===== config.mk =====
export PLATFORM = sky130hd
export DESIGN_NAME = sw_port_arbiter_5
export DESIGN_NICKNAME = d
export VERILOG_FILES = /design/src/rtl/noc_pkg.sv /design/src/rtl/rr_pick_5.sv /design/src/rtl/sw_port_arbiter_5.sv
export SDC_FILE = /design/constraint.sdc
export NUM_CORES = 1
export LEC_CHECK = 0
export CAP_MARGIN = 20
export CORE_ASPECT_RATIO = 1.1
export CORE_MARGIN = 2
export CORE_UTILIZATION = 40
export CTS_CLUSTER_DIAMETER = 40
export DETAILED_ROUTE_END_ITERATION = 16
export GPL_ROUTABILITY_DRIVEN = 0
export MAX_ROUTING_LAYER = met4
export PLACE_DENSITY = 0.66
export SLEW_MARGIN = 20
export SYNTH_ARGS = -nofsm -noshare
export SYNTH_HDL_FRONTEND = slang
export SYNTH_HIERARCHICAL = 1
export SYNTH_SLANG_ARGS = --single-unit

===== constraint.sdc =====
create_clock -name clk -period 2.6 [get_ports clk]
set_input_delay 0.78 -clock clk [delete_from_list [all_inputs] [get_ports clk]]
set_output_delay 0.78 -clock clk [all_outputs]
set_load 0.03 [all_outputs]

===== src/rtl/noc_pkg.sv =====
// Shared NoC router definitions: port indices, one-hot port type, arbiter states.
package noc_pkg;
    localparam int NUM_PORTS  = 5;
    localparam int PORT_LOCAL = 0;
    localparam int PORT_NORTH = 1;
    localparam int PORT_EAST  = 2;
    localparam int PORT_SOUTH = 3;
    localparam int PORT_WEST  = 4;

    typedef logic [NUM_PORTS-1:0] port_oh_t;

    typedef enum logic {
        ARB_IDLE,
        ARB_LOCKED
    } arb_state_e;
endpackage


===== src/rtl/rr_pick_5.sv =====
// Combinational 5-way round-robin picker (double-width mask trick).
// Returns the first set req bit at or cyclically after the one-hot pointer.
module rr_pick_5
    import noc_pkg::*;
(
    input  logic [4:0] req,
    input  logic [4:0] pointer,
    output logic [4:0] grant
);
    logic [9:0] req2;
    logic [9:0] diff;
    logic [9:0] gnt2;

    // Subtracting the pointer from the doubled request vector clears every
    // set bit below the first one at/after the pointer, wrap included.
    always_comb begin
        req2  = {req, req};
        diff  = req2 - {5'b00000, pointer};
        gnt2  = req2 & ~diff;
        grant = gnt2[9:5] | gnt2[4:0];
    end
endmodule


===== src/rtl/sw_port_arbiter_5.sv =====
// Per-output-port wormhole switch arbiter: round-robin pick, head-to-tail
// lock, credit-gated flit transfer with sticky credit-overflow flag.
module sw_port_arbiter_5
    import noc_pkg::*;
#(
    parameter  int CREDITS = 4,
    localparam int CW      = $clog2(CREDITS + 1)
) (
    input  logic          clk,
    input  logic          rst,
    input  logic [4:0]    req_i,
    input  logic [4:0]    tail_i,
    input  logic          credit_upd_i,
    output logic [4:0]    grant_o,
    output logic          fire_o,
    output logic [CW-1:0] credit_cnt_o,
    output logic          credit_err_o
);
    arb_state_e    state_q, state_d;
    port_oh_t      grant_q, grant_d;
    port_oh_t      ptr_q, ptr_d;
    logic [CW-1:0] cnt_q, cnt_d;
    logic          err_q, err_d;
    port_oh_t      pick;
    logic          fire;
    logic          tail_fire;

    rr_pick_5 u_pick (
        .req     (req_i),
        .pointer (ptr_q),
        .grant   (pick)
    );

    // Transfer gating: owner has a flit and downstream has room.
    always_comb begin
        fire      = (|(grant_q & req_i)) && (cnt_q != '0);
        tail_fire = fire && (|(grant_q & tail_i));
    end

    // Arbitration FSM: pick in IDLE, hold the grant until the tail moves.
    always_comb begin
        state_d = state_q;
        grant_d = grant_q;
        ptr_d   = ptr_q;
        case (state_q)
            ARB_IDLE: begin
                grant_d = '0;
                if (|req_i) begin
                    grant_d = pick;
                    state_d = ARB_LOCKED;
                end
            end
            ARB_LOCKED: begin
                if (tail_fire) begin
                    grant_d = '0;
                    ptr_d   = {grant_q[3:0], grant_q[4]};
                    state_d = ARB_IDLE;
                end
            end
            default: begin
                state_d = ARB_IDLE;
                grant_d = '0;
            end
        endcase
    end

    // Credit counter: fire consumes, upd returns, both cancel; overflow is sticky.
    always_comb begin
        cnt_d = cnt_q;
        err_d = err_q;
        if (fire && !credit_upd_i) begin
            cnt_d = cnt_q - CW'(1);
        end else if (credit_upd_i && !fire) begin
            if (cnt_q == CW'(CREDITS)) err_d = 1'b1;
            else                       cnt_d = cnt_q + CW'(1);
        end
    end

    // State registers.
    always_ff @(posedge clk or posedge rst) begin
        if (rst) begin
            state_q <= ARB_IDLE;
            grant_q <= '0;
            ptr_q   <= 5'b00001;
            cnt_q   <= CW'(CREDITS);
            err_q   <= 1'b0;
        end else begin
            state_q <= state_d;
            grant_q <= grant_d;
            ptr_q   <= ptr_d;
            cnt_q   <= cnt_d;
            err_q   <= err_d;
        end
    end

    assign grant_o      = grant_q;
    assign fire_o       = fire;
    assign credit_cnt_o = cnt_q;
    assign credit_err_o = err_q;
endmodule


* Word level (Yosys, flattened, before mapping) *
Index checks and enable logic that the tools add are counted.

cells by class
  $mul = 0
  magnitude comparators = 0
  reductions and logical operators = 14
  add/subtract/negate cells = 3
  shifts and indexed selects = 0
  multiplexer cells = 9
  eq/ne operators = 3
  div/mod/pow operators = 0
  bitwise gates (word level) = 7

operators with widths
  operator                                                number
  OR reduction 5 bit                                      3
  AND 10 bit                                              1
  AND 5 bit                                               2
  two-way mux 5 bit                                       2
  NOT 10 bit                                              1
  case mux 5 bit (2 select lines)                         1
  subtractor 10 x 5 -> 10 bit                             1
  two-way mux 3 bit                                       3
  bitwise OR 5 bit                                        1
  logical AND 1 bit                                       4
  AND reduction 2 bit                                     2
  adder 3 x 1 -> 3 bit (second input constant)            1
  equality test 3 bit (second input constant)             1
  AND reduction 3 bit                                     1
  nonzero test 3 bit                                      1
  subtractor 3 x 1 -> 3 bit (second input constant)       1
  logical NOT 1 bit                                       2
  two-way mux 1 bit                                       2
  inequality test 2 x 1 -> 1 bit (second input constant)  1
  inequality test 2 bit (second input constant)           1
  NOT 1 bit                                               2
  case mux 1 bit (2 select lines)                         1
  nonzero test 2 bit                                      1

storage, ports and cells
  register bits after elaboration = 15
  bits in latches = 0
  memories kept = 0
  memory bits (writable) = 0
  bits in read-only memories = 0
  bits of input ports = 13
  output and inout bits = 10
  word-level logic and storage cells = 41

* Logic depth before layout (Yosys ltp) *
Gate-level depths: netlist of the first run.

  depth after elaboration = 7
  gate-level depth with buffers = 9
  mapped depth without buffers = 9

* Cells and area by module *
Netlist of the first run, hierarchy kept.

by module, submodules not included
  module             seq. area each (µm²)  instances  cells each  area an instance (µm²)
  sw_port_arbiter_5  377.9                 1          62          720.7
  rr_pick_5          0.0                   1          40          299.0

* Least setup slack after synthesis of the first run *
No wires, ideal clock.

  kind = input port to flip-flop
  start = input port req_i[3]
  end = register cnt_q[2] (netlist: credit_cnt_o[2])
  path slack = -32 ps
  stages = 9
  library setup time = 77 ps
  data required time = 2523 ps
  data arrival time = 2554 ps
  path buffers = 0
  cells stage by stage = a222oi_1 a21oi_2 ha_1 inv_1 fa_1 or2_2 nand2_1 a21oi_1 a31oi_1

between the ends
  cells in the longest elaborated chain, start to end = 7
  elaborated cells between the ends (all ways) = 10
  those cells by class = eq/ne: 1; mux: 1; bitwise: 1; reduce/logical: 7

RTL lines
  what                                  line                     RTL
  start: declaration                    sw_port_arbiter_5.sv:11  input logic [4:0] req_i,
  AND 5 bit *                           sw_port_arbiter_5.sv:36  fire = (|(grant_q & req_i)) && (cnt_q != '0);
  OR reduction 5 bit *                  sw_port_arbiter_5.sv:36
  logical AND 1 bit *                   sw_port_arbiter_5.sv:36
  via fire_o                            sw_port_arbiter_5.sv:15  output logic fire_o,
  logical NOT 1 bit                     sw_port_arbiter_5.sv:73  end else if (credit_upd_i && !fire) begin
  logical AND 1 bit                     sw_port_arbiter_5.sv:73
  nonzero test 2 bit (no source line)   -
  AND reduction 2 bit (no source line)  -
  end signal: assignment                sw_port_arbiter_5.sv:85  cnt_q <= CW'(CREDITS);
  end signal: assignment                sw_port_arbiter_5.sv:91  cnt_q <= cnt_d;
  end: declaration                      sw_port_arbiter_5.sv:22  logic [CW-1:0] cnt_q, cnt_d;

The timed path passes the listed nets; every way through them passes the cells marked *.
A chain may end at the register's enable or synchronous reset.

* Worst setup path in the final report of the first run *
  start = input port req_i[2]
  end = output port fire_o

between the ends
  cells in the longest elaborated chain, start to end = 3

RTL lines
  what                line
  AND 5 bit           sw_port_arbiter_5.sv:36
  OR reduction 5 bit  sw_port_arbiter_5.sv:36
  logical AND 1 bit   sw_port_arbiter_5.sv:36
  end: declaration    sw_port_arbiter_5.sv:15

Every way passes these cells.

==> impl_summary.log, run 1 <==
INFO  metric postSynthRegisterBits = 15
INFO  metric die_height = 56.96 µm
INFO  metric cp.required = 1.82 ns
INFO  metric post-route-worst-setup-slack = 0.1189 ns
INFO  metric clk_pin_slew_worst_paths = 0.10 ns
INFO  metric finalMaxSlewViolations = 0
INFO  metric switching_power = 0.0007211 W
INFO  metric final_min_period_over_clock_period = 95.43%
INFO  metric run_status = finished clean
INFO  metric dieArea = 2970 µm²
INFO  metric setup_crit_start_kind = input port
INFO  metric synthesis.area_per_instance = 9.997 µm²
INFO  metric cp_top_family = buffers and inverters
INFO  metric timing.hold.worst.start = credit_err_o
INFO  metric synthArstFlopShare = 100.0%
INFO  metric nets = 166
INFO  metric synth_top_cells_by_area = sky130_fd_sc_hd__dfrtp_1 (32%), sky130_fd_sc_hd__ha_1 (7.4%), sky130_fd_sc_hd__mux2_2 (5.5%)
INFO  metric fill_cells = 238
INFO  metric post_drt_via_cell_ratio = 5.686
INFO  metric achievable-frequency = 403.1 MHz
INFO  metric syn_nets = 123
INFO  metric dpl.hpwl = 2192 µm
INFO  metric synth_enable_flop_cells = 0
INFO  metric dr_total_vias = 995
INFO  metric syn-cell-area = 1020 µm²
INFO  metric grt.overflow.total = 0
INFO  metric rrSetupSlack = 0.35 ns
INFO  metric final-setup-viol-count = 0
INFO  metric layout.cells.most_common = sky130_fd_sc_hd__buf_4
INFO  metric crit_arrival = 1.70 ns
INFO  metric power.total = 0.001608 W
INFO  metric intPower = 0.0008869 W
INFO  metric finish.instance_area = 1423 µm²
INFO  metric routed_wire_length_per_instance = 15.31 µm
INFO  metric synthesis.instances = 102
INFO  metric clock_sink_count = 15
INFO  metric crit_path_cell_trace = clkdlybuf4s15_1, a222oi_1, a21oi_2, buf_4, buf_6
INFO  metric timing.setup.critical_path_class = in2out
INFO  metric length_of_the_first_detailed_routing_pass_in_iterations = 5
INFO  metric critical-path-max-stage-delay = 0.34 ns
INFO  metric pwr-share-clk = 8.5%
INFO  metric first_global_vias = 1018
INFO  metric cts_made_buffers = 3
INFO  metric peakVddDrop = 713.8 µV
INFO  metric diodes = 0
INFO  metric hold_path.class = reg2reg
INFO  metric io-pin-count = 23
INFO  metric area_growth_syn_to_layout = 39.51%
INFO  metric p_comb_share = 63.5%
INFO  metric worst_path_max_delay_cell = sky130_fd_sc_hd__a222oi_1
INFO  metric critical_path.reg2reg.endpoint = credit_cnt_o[2]
INFO  metric wire_length_of_the_first_global_routing_pass = 4416 µm
INFO  metric tightest_slew = 0.5888 ns
INFO  metric share_of_final_layout_standard_cells_stronger_than_drive_strength_1 = 27.08%
INFO  metric placementRows = 19
INFO  metric initialDrtViolationCount = 31
INFO  metric grt_max_degree = 16
INFO  metric place_worst_setup_slack = -0.2841 ns
INFO  metric report.final.hold_viol_count = 0
INFO  metric seq_power_share = 27.9%
INFO  metric post_synth_cell_types = 35
INFO  metric h-tree-depth = 1
INFO  metric globalRouteTotalUtil = 20.69%
INFO  metric tritoncts = done
INFO  metric reg2regPathDepth = 10
INFO  metric hold_depth = 1
INFO  metric antenna_violating_nets_left = 0
INFO  metric max-cap-violations = 0
INFO  metric synth_top_area_cell = sky130_fd_sc_hd__dfrtp_1
INFO  metric dpl_cell_area = 1381 µm²
INFO  metric worstSetupEndpointType = output port
INFO  metric worstPathBufferInverterCount = 3
INFO  metric slew_headroom = 60.71%
INFO  metric power-per-cell-area = 1130 nW/µm²
INFO  metric drt_wl_total = 2680 µm
INFO  metric synth_ff_type = sky130_fd_sc_hd__dfrtp_1
INFO  metric layout.core_utilization = 57.54%
INFO  metric die_w = 52.14 µm
INFO  metric seq_area_frac_synth = 37.06%
INFO  metric port_buffers = 22
INFO  metric startpoint_of_the_most_critical_register_to_register_path = grant_o[3]
INFO  metric synth_top_cell_area_share = 31.90%
INFO  metric final_cell_count_no_fill = 175
INFO  metric final_cell_mix = sky130_fd_sc_hd__buf_4 (17), sky130_fd_sc_hd__clkdlybuf4s50_1 (16), sky130_fd_sc_hd__inv_1 (14)
INFO  metric clock_tree.buffer_depth = 2
INFO  metric cts.root.buffer_cell = sky130_fd_sc_hd__clkbuf_4
INFO  metric placed_cells = 168
INFO  metric floorplan.initialDensity = 41.24%
INFO  metric p_leak = 0.6353 nW
INFO  metric crit_path_max_fanout = 2
INFO  metric drc = 0
INFO  metric power.share.switching = 44.84%
INFO  metric grt_antenna_before_repair = 0
INFO  metric grt_setup_unrepaired = false
INFO  metric timing.final.crit_period = 2.481 ns
INFO  metric insertion_delay = 0.29 ns
INFO  metric synthesis.yosys.warnings = 6
INFO  metric floorplan.core_area = 2472 µm²
INFO  metric skew = 0.007013 ns
INFO  metric hold_path_end = credit_err_o
[metrics by stage]
step	hold slack [ns]	setup TNS (ns)
global placement	0.4746	-1.199
floorplan	0.4793	0
finish	0.4837	0
global route	0.5056	0
detailed placement	0.4628	-1.371
CTS	0.4854	0
[registers in the layout, indices dropped and copies added (netlist names)]
signal,cells
credit_cnt_o,3
credit_err_o,1
grant_o,5
ptr_q,5
state_q,1
[area by class of cell]
type / instances / area (µm²) / area share [%]
timing repair buffer: 39 / 336.6 / 23.66
inverter: 14 / 52.55 / 3.694
clock inverter: 1 / 5.005 / 0.3518
multi-input combinational: 72 / 589.3 / 41.42
tap: 31 / 38.79 / 2.726
sequential: 15 / 377.9 / 26.56
clock buffer: 3 / 22.52 / 1.583
[Yosys cell counts, types with 2 or more instances]
library cell	count
sky130_fd_sc_hd__nand2_1	7
sky130_fd_sc_hd__o211ai_1	2
sky130_fd_sc_hd__a31oi_1	3
sky130_fd_sc_hd__fa_1	2
sky130_fd_sc_hd__nor2_1	6
sky130_fd_sc_hd__mux2_2	5
sky130_fd_sc_hd__a21oi_1	6
sky130_fd_sc_hd__inv_1	14
sky130_fd_sc_hd__dfstp_2	2
sky130_fd_sc_hd__a22oi_1	2
sky130_fd_sc_hd__a21boi_1	2
sky130_fd_sc_hd__o21ai_0	4
sky130_fd_sc_hd__ha_1	6
sky130_fd_sc_hd__nor3_1	2
sky130_fd_sc_hd__xnor2_1	2
sky130_fd_sc_hd__a222oi_1	2
sky130_fd_sc_hd__dfrtp_1	13
sky130_fd_sc_hd__a32o_1	5
[per-layer routing]
| layer | global-route usage [%] | vias up | wire [µm] |
|---|---|---|---|
| li1 | - | 461 | - |
| met1 | 24.07 | 483 | 1052 |
| met2 | 34.90 | 42 | 1409 |
| met3 | 2.356 | 9 | 135 |
| met4 | 10.26 | 0 | 83 |
| met5 | - | - | 0 |
[worst reg2reg max path, stage by stage (launching register included)]
cell and delay (ns):
sky130_fd_sc_hd__dfrtp_1 0.45, sky130_fd_sc_hd__a222oi_1 0.47, sky130_fd_sc_hd__a21oi_2 0.11, sky130_fd_sc_hd__buf_4 0.14, sky130_fd_sc_hd__buf_4 0.12, sky130_fd_sc_hd__ha_2 0.18
sky130_fd_sc_hd__buf_4 0.13, sky130_fd_sc_hd__or2_2 0.29, sky130_fd_sc_hd__nand2_1 0.07, sky130_fd_sc_hd__a21oi_1 0.06, sky130_fd_sc_hd__a31oi_1 0.16
[worst max path at each step]
stage / depth (start not counted) / to / start / slack [ns]
6_report: 5 / fire_o / req_i[2] / 0.12
5_1_grt: 5 / fire_o / req_i[2] / 0.05
4_1_cts: 5 / fire_o / req_i[4] / 0.03
3_5_place_dp: 5 / fire_o / req_i[3] / -0.28
3_3_place_gp: 5 / fire_o / req_i[3] / -0.28
2_1_floorplan: 9 / credit_cnt_o[2] / req_i[3] / 0.004
[power by group through the flow]
stage / logic (W) / clock network, W / registers, W
final: 0.00102 / 0.000137 / 0.000449
after global routing: 0.00110 / 0.000157 / 0.000467
after CTS: 0.00101 / 0.000140 / 0.000450
after detailed placement: 0.000970 / 0 / 0.000456
after global placement: 0.000941 / 0 / 0.000451
after floorplan: 0.000536 / 0 / 0.000528
[kinds of logic (layout without fill, tap and decap cells)]
| group | count (synthesis) | count (layout) | share of synthesized area (%) |
|---|---|---|---|
| AOI/OAI and AO/OA | 35 | 35 | 27.36 |
| and+or+nand+nor | 21 | 21 | 10.55 |
| xor gates and xnor gates | 3 | 3 | 2.577 |
| muxes | 5 | 5 | 5.521 |
| adders and majority gates | 8 | 8 | 11.29 |
| buffers and inverters | 15 | 57 | 5.644 |
| DFF | 15 | 15 | 37.05 |
[repair_timing]
item,4_1_cts,5_1_grt
endpoints found under the hold margin,0,0
setup buffers,2,1
pin swaps,2,2
hold buffers,0,0
resized for setup,7,4
setup endpoints to repair,1,1
No activity file was read; power rests on OpenSTA's default activity.
==> run 2, diff against run 1 <==
- CTS_BUF_LIST: unset -> sky130_fd_sc_hd__clkbuf_8
==> run 2 against run 1 <==
Net effect: count of clock-buffer cells in the layout unchanged; largest cell class unchanged; first-iteration DRC count increased by 6.5%; die area unchanged; critical path type is now in2reg; non-clock buffer count unchanged; final cell count unchanged; cell area increased by 1.4%; power increased by 3.5%; highest routed layer unchanged; wire length about the same; sequential share of layout area decreased by 0.37 points; clock skew decreased by 0.0035 ns.
==> impl_summary.log, run 2 (synthesis gave the netlist of run 1 again) <==
INFO  metric drt_wl_total = 2681 µm (about the same)
INFO  metric clock_sink_count = 15 (unchanged)
INFO  metric initialDrtViolationCount = 33 (+6.5%)
INFO  metric area_growth_syn_to_layout = 41.47%
INFO  metric routed_wire_length_per_instance = 15.32 µm (about the same)
INFO  metric peakVddDrop = 749.8 µV (+5.0%)
INFO  metric run_status = finished clean
INFO  metric die_w = 52.14 µm (unchanged)
INFO  metric cp.required = 2.77 ns (+0.95 ns)
INFO  metric post-route-worst-setup-slack = 0.1018 ns (-0.01710 ns)
INFO  metric floorplan.core_area = 2472 µm² (unchanged)
INFO  metric insertion_delay = 0.25 ns (-0.04 ns)
INFO  metric rrSetupSlack = 0.36 ns (about the same)
INFO  metric hold_path_end = credit_err_o
INFO  metric timing.setup.critical_path_class = in2reg
INFO  metric tritoncts = done
INFO  metric setup-tns-final = 0 ns (unchanged)
INFO  metric grt.overflow.total = 0 (unchanged)
INFO  metric first_global_vias = 1018 (unchanged)
INFO  metric final_cell_mix = sky130_fd_sc_hd__buf_4 (17), sky130_fd_sc_hd__clkdlybuf4s50_1 (16), sky130_fd_sc_hd__inv_1 (14)
INFO  metric final-setup-viol-count = 0 (unchanged)
INFO  metric grt_max_degree = 16 (unchanged)
INFO  metric intPower = 0.0009368 W (+5.6%)
INFO  metric setup_crit_start_kind = input port
INFO  metric finalMaxSlewViolations = 0 (unchanged)
INFO  metric length_of_the_first_detailed_routing_pass_in_iterations = 4 (-1)
INFO  metric power.share.switching = 43.71% (-1.1 points)
INFO  metric antenna_violating_nets_left = 0 (unchanged)
INFO  metric h-tree-depth = 1 (unchanged)
INFO  metric diodes = 0 (unchanged)
INFO  metric skew = 0.003501 ns (-0.003512 ns)
INFO  metric layout.cells.most_common = sky130_fd_sc_hd__buf_4
INFO  metric area_taken_by_flip_flops_and_latches = 377.9 µm² (unchanged)
INFO  metric place_worst_setup_slack = -0.2841 ns (unchanged)
INFO  metric wire_length_of_the_first_global_routing_pass = 4416 µm (unchanged)
INFO  metric holdBufCountCts = 0 (unchanged)
INFO  metric timing.final.crit_period = 2.498 ns (+0.01710 ns)
INFO  metric post_drt_via_cell_ratio = 5.583 (-1.8%)
INFO  metric slew_headroom = 60.84% (+0.13 points)
INFO  metric floorplan.initialDensity = 41.24% (unchanged)
INFO  metric seq_power_share = 27.0% (-0.9 points)
INFO  metric critical_path.reg2reg.endpoint = credit_cnt_o[2]
INFO  metric reg2regPathDepth = 10 (unchanged)
INFO  metric tightest_slew = 0.5868 ns (-0.001930 ns)
INFO  metric final_min_period_over_clock_period = 96.08% (+0.66 points)
INFO  metric port_buffers = 22 (unchanged)
INFO  metric dieArea = 2970 µm² (unchanged)
INFO  metric crit_arrival = 2.67 ns (+0.97 ns)
INFO  metric grt_setup_unrepaired = false
INFO  metric achievable-frequency = 400.3 MHz (-0.68%)
INFO  metric cts.root.buffer_cell = sky130_fd_sc_hd__clkbuf_8
INFO  metric placementRows = 19 (unchanged)
INFO  metric max-cap-violations = 0 (unchanged)
INFO  metric globalRouteTotalUtil = 20.69% (unchanged)
INFO  metric clock_tree.buffer_depth = 2 (unchanged)
INFO  metric drc = 0 (unchanged)
INFO  metric report.final.hold_viol_count = 0 (unchanged)
INFO  metric power-per-cell-area = 1154 nW/µm² (+2.1%)
INFO  metric hold_path.class = reg2reg
INFO  metric pwr-share-clk = 11.6% (+3.1 points)
INFO  metric worstSetupEndpointType = flop
INFO  metric dpl.hpwl = 2192 µm (unchanged)
INFO  metric grt_antenna_before_repair = 0 (unchanged)
INFO  metric io-pin-count = 23 (unchanged)
INFO  metric share_of_final_layout_standard_cells_stronger_than_drive_strength_1 = 27.08% (unchanged)
INFO  metric fill_cells = 233 (-2.1%)
INFO  metric cts_made_buffers = 3 (unchanged)
INFO  metric clk_pin_slew_worst_paths = 0.06 ns (-0.04 ns)
INFO  metric die_height = 56.96 µm (unchanged)
INFO  metric nets = 166 (unchanged)
INFO  metric crit_path_max_fanout = 4 (+2)
INFO  metric worst_hold_slack = 0.4760 ns (-0.007679 ns)
INFO  metric p_leak = 0.6424 nW (+1.1%)
INFO  metric hold_depth = 1 (unchanged)
INFO  metric startpoint_of_the_most_critical_register_to_register_path = grant_o[3]
INFO  metric dr_total_vias = 977 (-1.8%)
INFO  metric multi_input_comb_area = 589.3 µm² (unchanged)
INFO  metric switching_power = 0.0007273 W (+0.87%)
INFO  metric timing.hold.worst.start = credit_err_o
INFO  metric p_comb_share = 61.4% (-2.1 points)
INFO  metric power.total = 0.001664 W (+3.5%)
-- run 2: repair_timing --
item	4_1_cts	5_1_grt
gates resized for setup	7	5
gates cloned	0	0
pin swaps	2	2
endpoints found under the setup margin	2	1
setup buffers	2	1
-- run 2: cell type report --
cell class	count	area share (%)
clock inverter	1	0.3469
timing repair buffer	39	23.42
tap	31	2.689
inverter	14	3.643
clock buffer	3	2.862
multi-input combinational	72	40.85
sequential	15	26.19
-- run 2: worst max path at each step --
stage | from | end | slack, ns
floorplan | req_i[3] | credit_cnt_o[2] | 0.004
global placement | req_i[3] | fire_o | -0.28
detailed placement | req_i[3] | fire_o | -0.28
CTS | req_i[4] | fire_o | 0.03
global route | req_i[1] | credit_cnt_o[2] | 0.02
finish | req_i[1] | credit_cnt_o[2] | 0.10
-- run 2: metrics by stage --
| stage | cell area [µm²] | util (%) | instances |
|---|---|---|---|
| detailed placement | 1381 | 55.87 | 168 |
| finish | 1443 | 58.35 | 175 |
| global route | 1443 | 58.35 | 175 |
| floorplan | 1025 | - | 102 |
| global placement | 1381 | 55.87 | 168 |
| CTS | 1441 | 58.30 | 174 |
-- run 2: power groups by stage --
stage	combinational, W	sequential [W]	clock [W]
6_report	0.00102	0.000450	0.000193
5_1_grt	0.00110	0.000468	0.000210
4_1_cts	0.00101	0.000451	0.000195
3_5_place_dp	0.000970	0.000456	0
3_3_place_gp	0.000941	0.000451	0
2_1_floorplan	0.000536	0.000528	0
-- run 2: layer usage --
layer / up-vias / GRT usage [%] / routed length, µm
met5: - / - / 0
met4: 0 / 10.26 / 65
met3: 7 / 2.356 / 132
met2: 38 / 34.90 / 1413
met1: 472 / 24.07 / 1069
li1: 460 / - / -
-- run 2: worst max-delay path, stage by stage --
cell and delay [ns]:
sky130_fd_sc_hd__dlygate4sd2_1 0.27, sky130_fd_sc_hd__a22oi_1 0.11, sky130_fd_sc_hd__a21oi_2 0.15, sky130_fd_sc_hd__buf_4 0.12, sky130_fd_sc_hd__buf_4 0.09, sky130_fd_sc_hd__ha_2 0.17
sky130_fd_sc_hd__inv_1 0.07, sky130_fd_sc_hd__fa_2 0.34, sky130_fd_sc_hd__or2_2 0.29, sky130_fd_sc_hd__nand2_1 0.07, sky130_fd_sc_hd__a21oi_1 0.06, sky130_fd_sc_hd__a31oi_1 0.16
==> run 3, diff against run 2 <==
- CORE_MARGIN: 2 -> unset
- HOLD_SLACK_MARGIN: unset -> 0.03
- SYNTH_HIERARCHICAL: 1 -> unset
==> run 3 against run 2 <==
Net effect: critical path depth is 8 lower; flip-flop and latch count stayed put; count of clock-buffer cells in the layout stayed put; critical endpoint is now fire_o; global-route usage is 1.4 points higher; synthesized area is 4.4% lower; highest routed layer unchanged; maximum frequency is 1.5% lower; sequential share of layout area is 0.82 points higher.
==> impl_summary.log, run 3 <==
INFO  metric cp.required = 1.82 ns (-0.95 ns)
INFO  metric synth_top_cells_by_area = sky130_fd_sc_hd__dfrtp_1 (33%), sky130_fd_sc_hd__ha_1 (7.7%), sky130_fd_sc_hd__inv_1 (5.8%)
INFO  metric synth_enable_flop_cells = 0 (unchanged)
INFO  metric dr_total_vias = 941 (-3.7%)
INFO  metric power-per-cell-area = 1185 nW/µm² (+2.8%)
INFO  metric tightest_slew = 0.5918 ns (+0.004982 ns)
INFO  metric floorplan.initialDensity = 42.85% (+1.6 points)
INFO  metric max-cap-violations = 0 (unchanged)
INFO  metric syn_nets = 125 (+1.6%)
INFO  metric finalMaxSlewViolations = 0 (unchanged)
INFO  metric grt.overflow.total = 0 (unchanged)
INFO  metric synthArstFlopShare = 100.0% (unchanged)
INFO  metric drt_wl_total = 2521 µm (-6.0%)
INFO  metric worst_path_max_delay_cell = sky130_fd_sc_hd__a222oi_1
INFO  metric die_w = 49.07 µm (-5.9%)
INFO  metric placementRows = 18 (-1)
INFO  metric setup_crit_start_kind = input port
INFO  metric floorplan.core_area = 2275 µm² (-8.0%)
INFO  metric final_min_period_over_clock_period = 97.50% (+1.4 points)
INFO  metric p_leak = 0.6518 nW (+1.5%)
INFO  metric share_of_the_synthesized_netlist_area_taken_by_xor_and_xnor_gates = 2.696% (+0.12 points)
INFO  metric synth-compound-area-share = 21.31% (-6.1 points)
INFO  metric antenna_violating_nets_left = 0 (unchanged)
INFO  metric wire_length_of_the_first_global_routing_pass = 4195 µm (-5.0%)
INFO  metric holdBufCountCts = 0 (unchanged)
INFO  metric port_buffers = 22 (unchanged)
INFO  metric syn-cell-area = 974.7 µm² (-4.4%)
INFO  metric timing.setup.critical_path_class = in2out
INFO  metric length_of_the_first_detailed_routing_pass_in_iterations = 4 (unchanged)
INFO  metric die_height = 53.77 µm (-5.6%)
INFO  metric cts.root.buffer_cell = sky130_fd_sc_hd__clkbuf_8
INFO  metric worstPathBufferInverterCount = 2 (-2)
INFO  metric slew_headroom = 60.50% (-0.33 points)
INFO  metric synth_top_family_by_area = compound AO/OA/AOI/OAI gates
INFO  metric skew = 0.004139 ns (+0.0006386 ns)
INFO  metric grt_max_degree = 16 (unchanged)
INFO  metric yosys.cell_count.top_type = sky130_fd_sc_hd__inv_1
INFO  metric post_synth_cell_types = 32 (-8.6%)
INFO  metric post_synth_fa_ha_maj_area_fraction = 11.81% (+0.52 points)
INFO  metric synthesis.yosys.warnings = 0 (-6)
INFO  metric crit_path_cell_trace = dlygate4sd2_1, a222oi_1, a21oi_2, buf_6
INFO  metric timing.final.crit_period = 2.535 ns (+0.03695 ns)
INFO  metric run_status = finished clean
INFO  metric cp_top_family = compound AO/OA/AOI/OAI gates
INFO  metric worstSetupEndpointType = output port
INFO  metric setup-tns-final = 0 ns (unchanged)
INFO  metric muxShareOfSynthArea = 5.777% (+0.26 points)
INFO  metric dpl.hpwl = 1972 µm (-10%)
INFO  metric grt_setup_unrepaired = false
INFO  metric achievable-frequency = 394.5 MHz (-1.5%)
INFO  metric clock_sink_count = 15 (unchanged)
INFO  metric post_drt_via_cell_ratio = 5.347 (-4.2%)
INFO  metric worst_hold_slack = 0.4675 ns (-0.008489 ns)
INFO  metric hold_path.class = reg2reg
INFO  metric postSynthRegisterBits = 15 (unchanged)
INFO  metric insertion_delay = 0.25 ns (about the same)
INFO  metric grt_antenna_before_repair = 0 (unchanged)
INFO  metric clock_tree.buffer_depth = 2 (unchanged)
INFO  metric drc = 0 (unchanged)
INFO  metric crit_arrival = 1.76 ns (-0.91 ns)
INFO  metric area_growth_syn_to_layout = 43.52%
INFO  metric synth_top_cell_area_share = 33.38% (+1.5 points)
INFO  metric share_of_final_layout_standard_cells_stronger_than_drive_strength_1 = 22.60% (-4.5 points)
INFO  metric io-pin-count = 23 (unchanged)
INFO  metric tritoncts = done
INFO  metric routed_wire_length_per_instance = 14.32 µm (-6.5%)
INFO  metric globalRouteTotalUtil = 22.08% (+1.4 points)
INFO  metric crit_path_max_fanout = 4 (unchanged)
INFO  metric first_global_vias = 936 (-8.1%)
INFO  metric post_cts.repair.setup_buffers = 0 (-2)
INFO  metric diodes = 0 (unchanged)
INFO  metric cts_made_buffers = 3 (unchanged)
INFO  metric peakVddDrop = 621.0 µV (-17%)
INFO  metric synth_simple_gate_area_share = 13.86% (+3.3 points)
INFO  metric final-setup-viol-count = 0 (unchanged)
INFO  metric seq_area_frac_synth = 38.77% (+1.7 points)
INFO  metric synthesis.area_per_instance = 9.372 µm² (-6.3%)
INFO  metric report.final.hold_viol_count = 0 (unchanged)
INFO  metric clk_pin_slew_worst_paths = 0.06 ns (about the same)
INFO  metric synth_top_area_cell = sky130_fd_sc_hd__dfrtp_1
INFO  metric initialDrtViolationCount = 42 (+27%)
INFO  metric final_cell_mix = sky130_fd_sc_hd__clkdlybuf4s50_1 (16), sky130_fd_sc_hd__buf_4 (16), sky130_fd_sc_hd__inv_1 (15)
INFO  metric synth_ff_type = sky130_fd_sc_hd__dfrtp_1
INFO  metric critical-path-max-stage-delay = 0.39 ns (+0.05 ns)
INFO  metric leading_cell_types_by_count_after_synthesis = sky130_fd_sc_hd__inv_1 (15), sky130_fd_sc_hd__dfrtp_1 (13), sky130_fd_sc_hd__nand2_1 (8), sky130_fd_sc_hd__nor2_1 (7)
INFO  metric power.total = 0.001658 W (-0.35%)
INFO  metric synthesis.instances = 104 (+2.0%)
INFO  metric nets = 168 (+1.2%)
INFO  metric dieArea = 2638 µm² (-11%)
INFO  metric h-tree-depth = 1 (unchanged)
[run 3: cell types whose count changed in the layout (fill, tap and decap cells not counted), sizes merged, moves of 2 or more]
cell           delta
clkdlybuf4s15     -2
a32o              -4
o21ai             +2
o211ai            -2
xor2              +2
dlygate4sd2       +4
xnor2             -2
nor3              +3
clkbuf            -2
o31ai             +2
or2               -2
[run 3: kinds of logic (layout without fill, tap and decap cells)]
| family | Yosys count | in the layout |
|---|---|---|
| compound gates | 30 | 30 |
| fa+ha+maj | 8 | 8 |
| simple gates | 28 | 28 |
| xor+xnor | 3 | 3 |
| mux | 5 | 5 |
| buf+inv | 15 | 57 |
| flops | 15 | 15 |
[run 3: per-stage QoR]
| step | std cells | instance area, µm² | utilization, % | setup slack (ns) |
|---|---|---|---|---|
| final | 176 | 1399 | 61.50 | 0.06490 |
| after global routing | 176 | 1399 | 61.50 | 0.003696 |
| after CTS | 176 | 1399 | 61.50 | 0.06165 |
| after detailed placement | 172 | 1355 | 59.57 | -0.2922 |
| after global placement | 172 | 1355 | 59.57 | -0.2394 |
| after floorplan | 104 | 979.7 | - | 0.02319 |
[run 3: timing repair]
item,4_1_cts,5_1_grt
endpoints found under the hold margin,0,0
gates resized for setup,6,0
endpoints found under the setup margin,2,1
pin swaps,2,1
[run 3: worst paths after layout]
path | startpoint | to | slack (ns) | depth (start not counted)
setup / recovery | req_i[3] | fire_o | 0.06 | 4
hold / removal | credit_err_o | credit_err_o | 0.47 | 1
setup reg to reg | credit_cnt_o[2] | credit_cnt_o[2] | 0.51 | 9
hold reg to reg | credit_err_o | credit_err_o | 0.47 | 1
max in group asynchronous | rst | grant_o[1] | 1.32 | 2
min in group asynchronous | rst | state_q | 0.90 | 2
[run 3: where the power goes]
part	switching, W	internal, W	total, W	leakage (nW)
Combinational	0.000531	0.000481	0.00101	0.442
Sequential	0.000117	0.000339	0.000456	0.184
Clock	0.0000848	0.000106	0.000191	0.0255
Total	0.000733	0.000926	0.00166	0.652
[run 3: metal layers]
layer  wire length (µm)  GRT usage (%)
met2               1293          39.50
met5                  0              -
met3                103          1.695
met1               1097          24.69
met4                 27          12.75
[run 3: area by class of cell]
cell class / instances / area [µm²]
fill: 221 / 875.8
sequential: 15 / 377.9
clock inverter: 1 / 5.005
timing repair buffer: 38 / 335.3
multi-input combinational: 74 / 545.5
clock buffer: 3 / 41.29
inverter: 15 / 56.30
tap: 30 / 37.54
==> edit, RTL diff (settings of run 3) <==
`CREDITS`: 4 -> 2.
--- a/src/rtl/sw_port_arbiter_5.sv
+++ b/src/rtl/sw_port_arbiter_5.sv
@@ -3,7 +3,7 @@
 module sw_port_arbiter_5
     import noc_pkg::*;
 #(
-    parameter  int CREDITS = 4,
+    parameter  int CREDITS = 2,
     localparam int CW      = $clog2(CREDITS + 1)
 ) (
     input  logic          clk,
Ports: changed (resized credit_cnt_o); port bits go from 23 to 22. The function was not compared with the original's and may differ.
==> edit against run 3 <==
- synthesized area decreased by 9.1%
- critical endpoint unchanged
- design area decreased by 6.4%
- highest routed layer unchanged
- power shrank 14%
- via count shrank 16%
- count of clock-buffer cells in the layout unchanged
- sequential cell count shrank 1
- die area fell by 8.8%
- wire length is 19% lower
- worst hold slack better by 0.024 ns
- sequential power decreased by 11%
- worst setup slack worse by 0.027 ns
- final cell count shrank 12%
- clock skew shrank 0.0035 ns
- clock power shrank 9%
==> edit: results (changes against run 3) <==
[status] outcome completed [unchanged]
[setup_path] max incr delay on CP 0.32 ns [was 0.39 ns]
[layout] share of layout cells above drive strength 1 0.276 [was 0.226]
[layout] final net count 149 [was 168]
[layout] Clock-cell share 0.0315 [was 0.0331]
[layout] count of multi-input combinational gates 62 [was 74]
[pwr] power dissipated in the clock network 0.173 mW [was 0.191 mW]
[pwr] relative contribution of sequential cells to total power 0.286 [was 0.275]
[cts] # resized after CTS 19 [was 6]
[pwr] standby leakage power 0.594 nW [was 0.652 nW]
[setup_path] number of cells on the critical path 6 [was 4]
[global_routing] pin count of the biggest net entering global routing 15 [was 16]
[global_routing] GRT Resource Usage Total 0.212 [was 0.221]
[layout] proportion of final cell area spent on non-clock buffers 0.252 [was 0.240]
[pwr] PwrDens 1090 nW/um^2 [was 1190 nW/um^2]
[setup_path] largest fanout of any net on the critical path 2 [was 4]
[floorplan] Total Die Area 2410 um^2 [was 2640 um^2]
[synthesis] Area contributors post-synth sky130_fd_sc_hd__dfrtp_1 (34%), sky130_fd_sc_hd__ha_1 (8.5%), sky130_fd_sc_hd__mux2_2 (6.4%) [was sky130_fd_sc_hd__dfrtp_1 (33%), sky130_fd_sc_hd__ha_1 (7.7%), sky130_fd_sc_hd__inv_1 (5.8%)]
[setup_path] family of cells with the greatest summed delay on the critical path buffers and inverters [was compound AO/OA/AOI/OAI gates]
[global_routing] global-route wire length before repair 3480 um [was 4200 um]
[synthesis] sequential element share of the synthesized area 0.398 [was 0.388]
[layout] multi-input gate share of total cell area 0.389 [was 0.390]
[place] post-placement cell area 1250 um^2 [was 1360 um^2]
[synthesis] Synth Net Count 108 [was 125]
[detailed_routing] per-cell via count in the routed design 5.09 [was 5.35]
[layout] FILL cells 180 [was 221]
[synthesis] complex-gate fraction of the synthesized area 0.210 [was 0.213]
[timing] Post-Route Skew 0.000613 ns [was 0.00414 ns]
[place] I/O Buffers 21 [was 22]
[place] Detailed Place HPWL 1650 um [was 1970 um]
[setup_path] number of cells on the worst reg-to-reg path 8 [was 9]
## edit: cell count changes in the layout (fill, tap and decap cells not counted), moves of 3 or more
cell / run 3 / this run
sky130_fd_sc_hd__o31ai_1: 3 / 0
sky130_fd_sc_hd__o21ai_0: 6 / 3
sky130_fd_sc_hd__xnor2_1: 0 / 3
sky130_fd_sc_hd__dlygate4sd2_1: 5 / 0
sky130_fd_sc_hd__nor2_1: 7 / 4
sky130_fd_sc_hd__inv_1: 15 / 10
sky130_fd_sc_hd__nor3_1: 5 / 2
## edit: final timing paths
path,from,to,slack [ns]
max in group asynchronous,rst,credit_cnt_o[1],1.36
max reg2reg,grant_o[3],credit_cnt_o[0],0.67
min reg2reg,credit_err_o,credit_err_o,0.49
min,credit_err_o,credit_err_o,0.49
max,req_i[4],fire_o,0.04
min in group asynchronous,rst,credit_err_o,0.87
## edit: layer usage
metal,part of all wire,vias up,track usage
met4,0.0039,0,0.0571
met2,0.49,17,0.343
li1,-,396,-
met5,0,-,-
met3,0.045,2,0.0318
met1,0.46,374,0.271
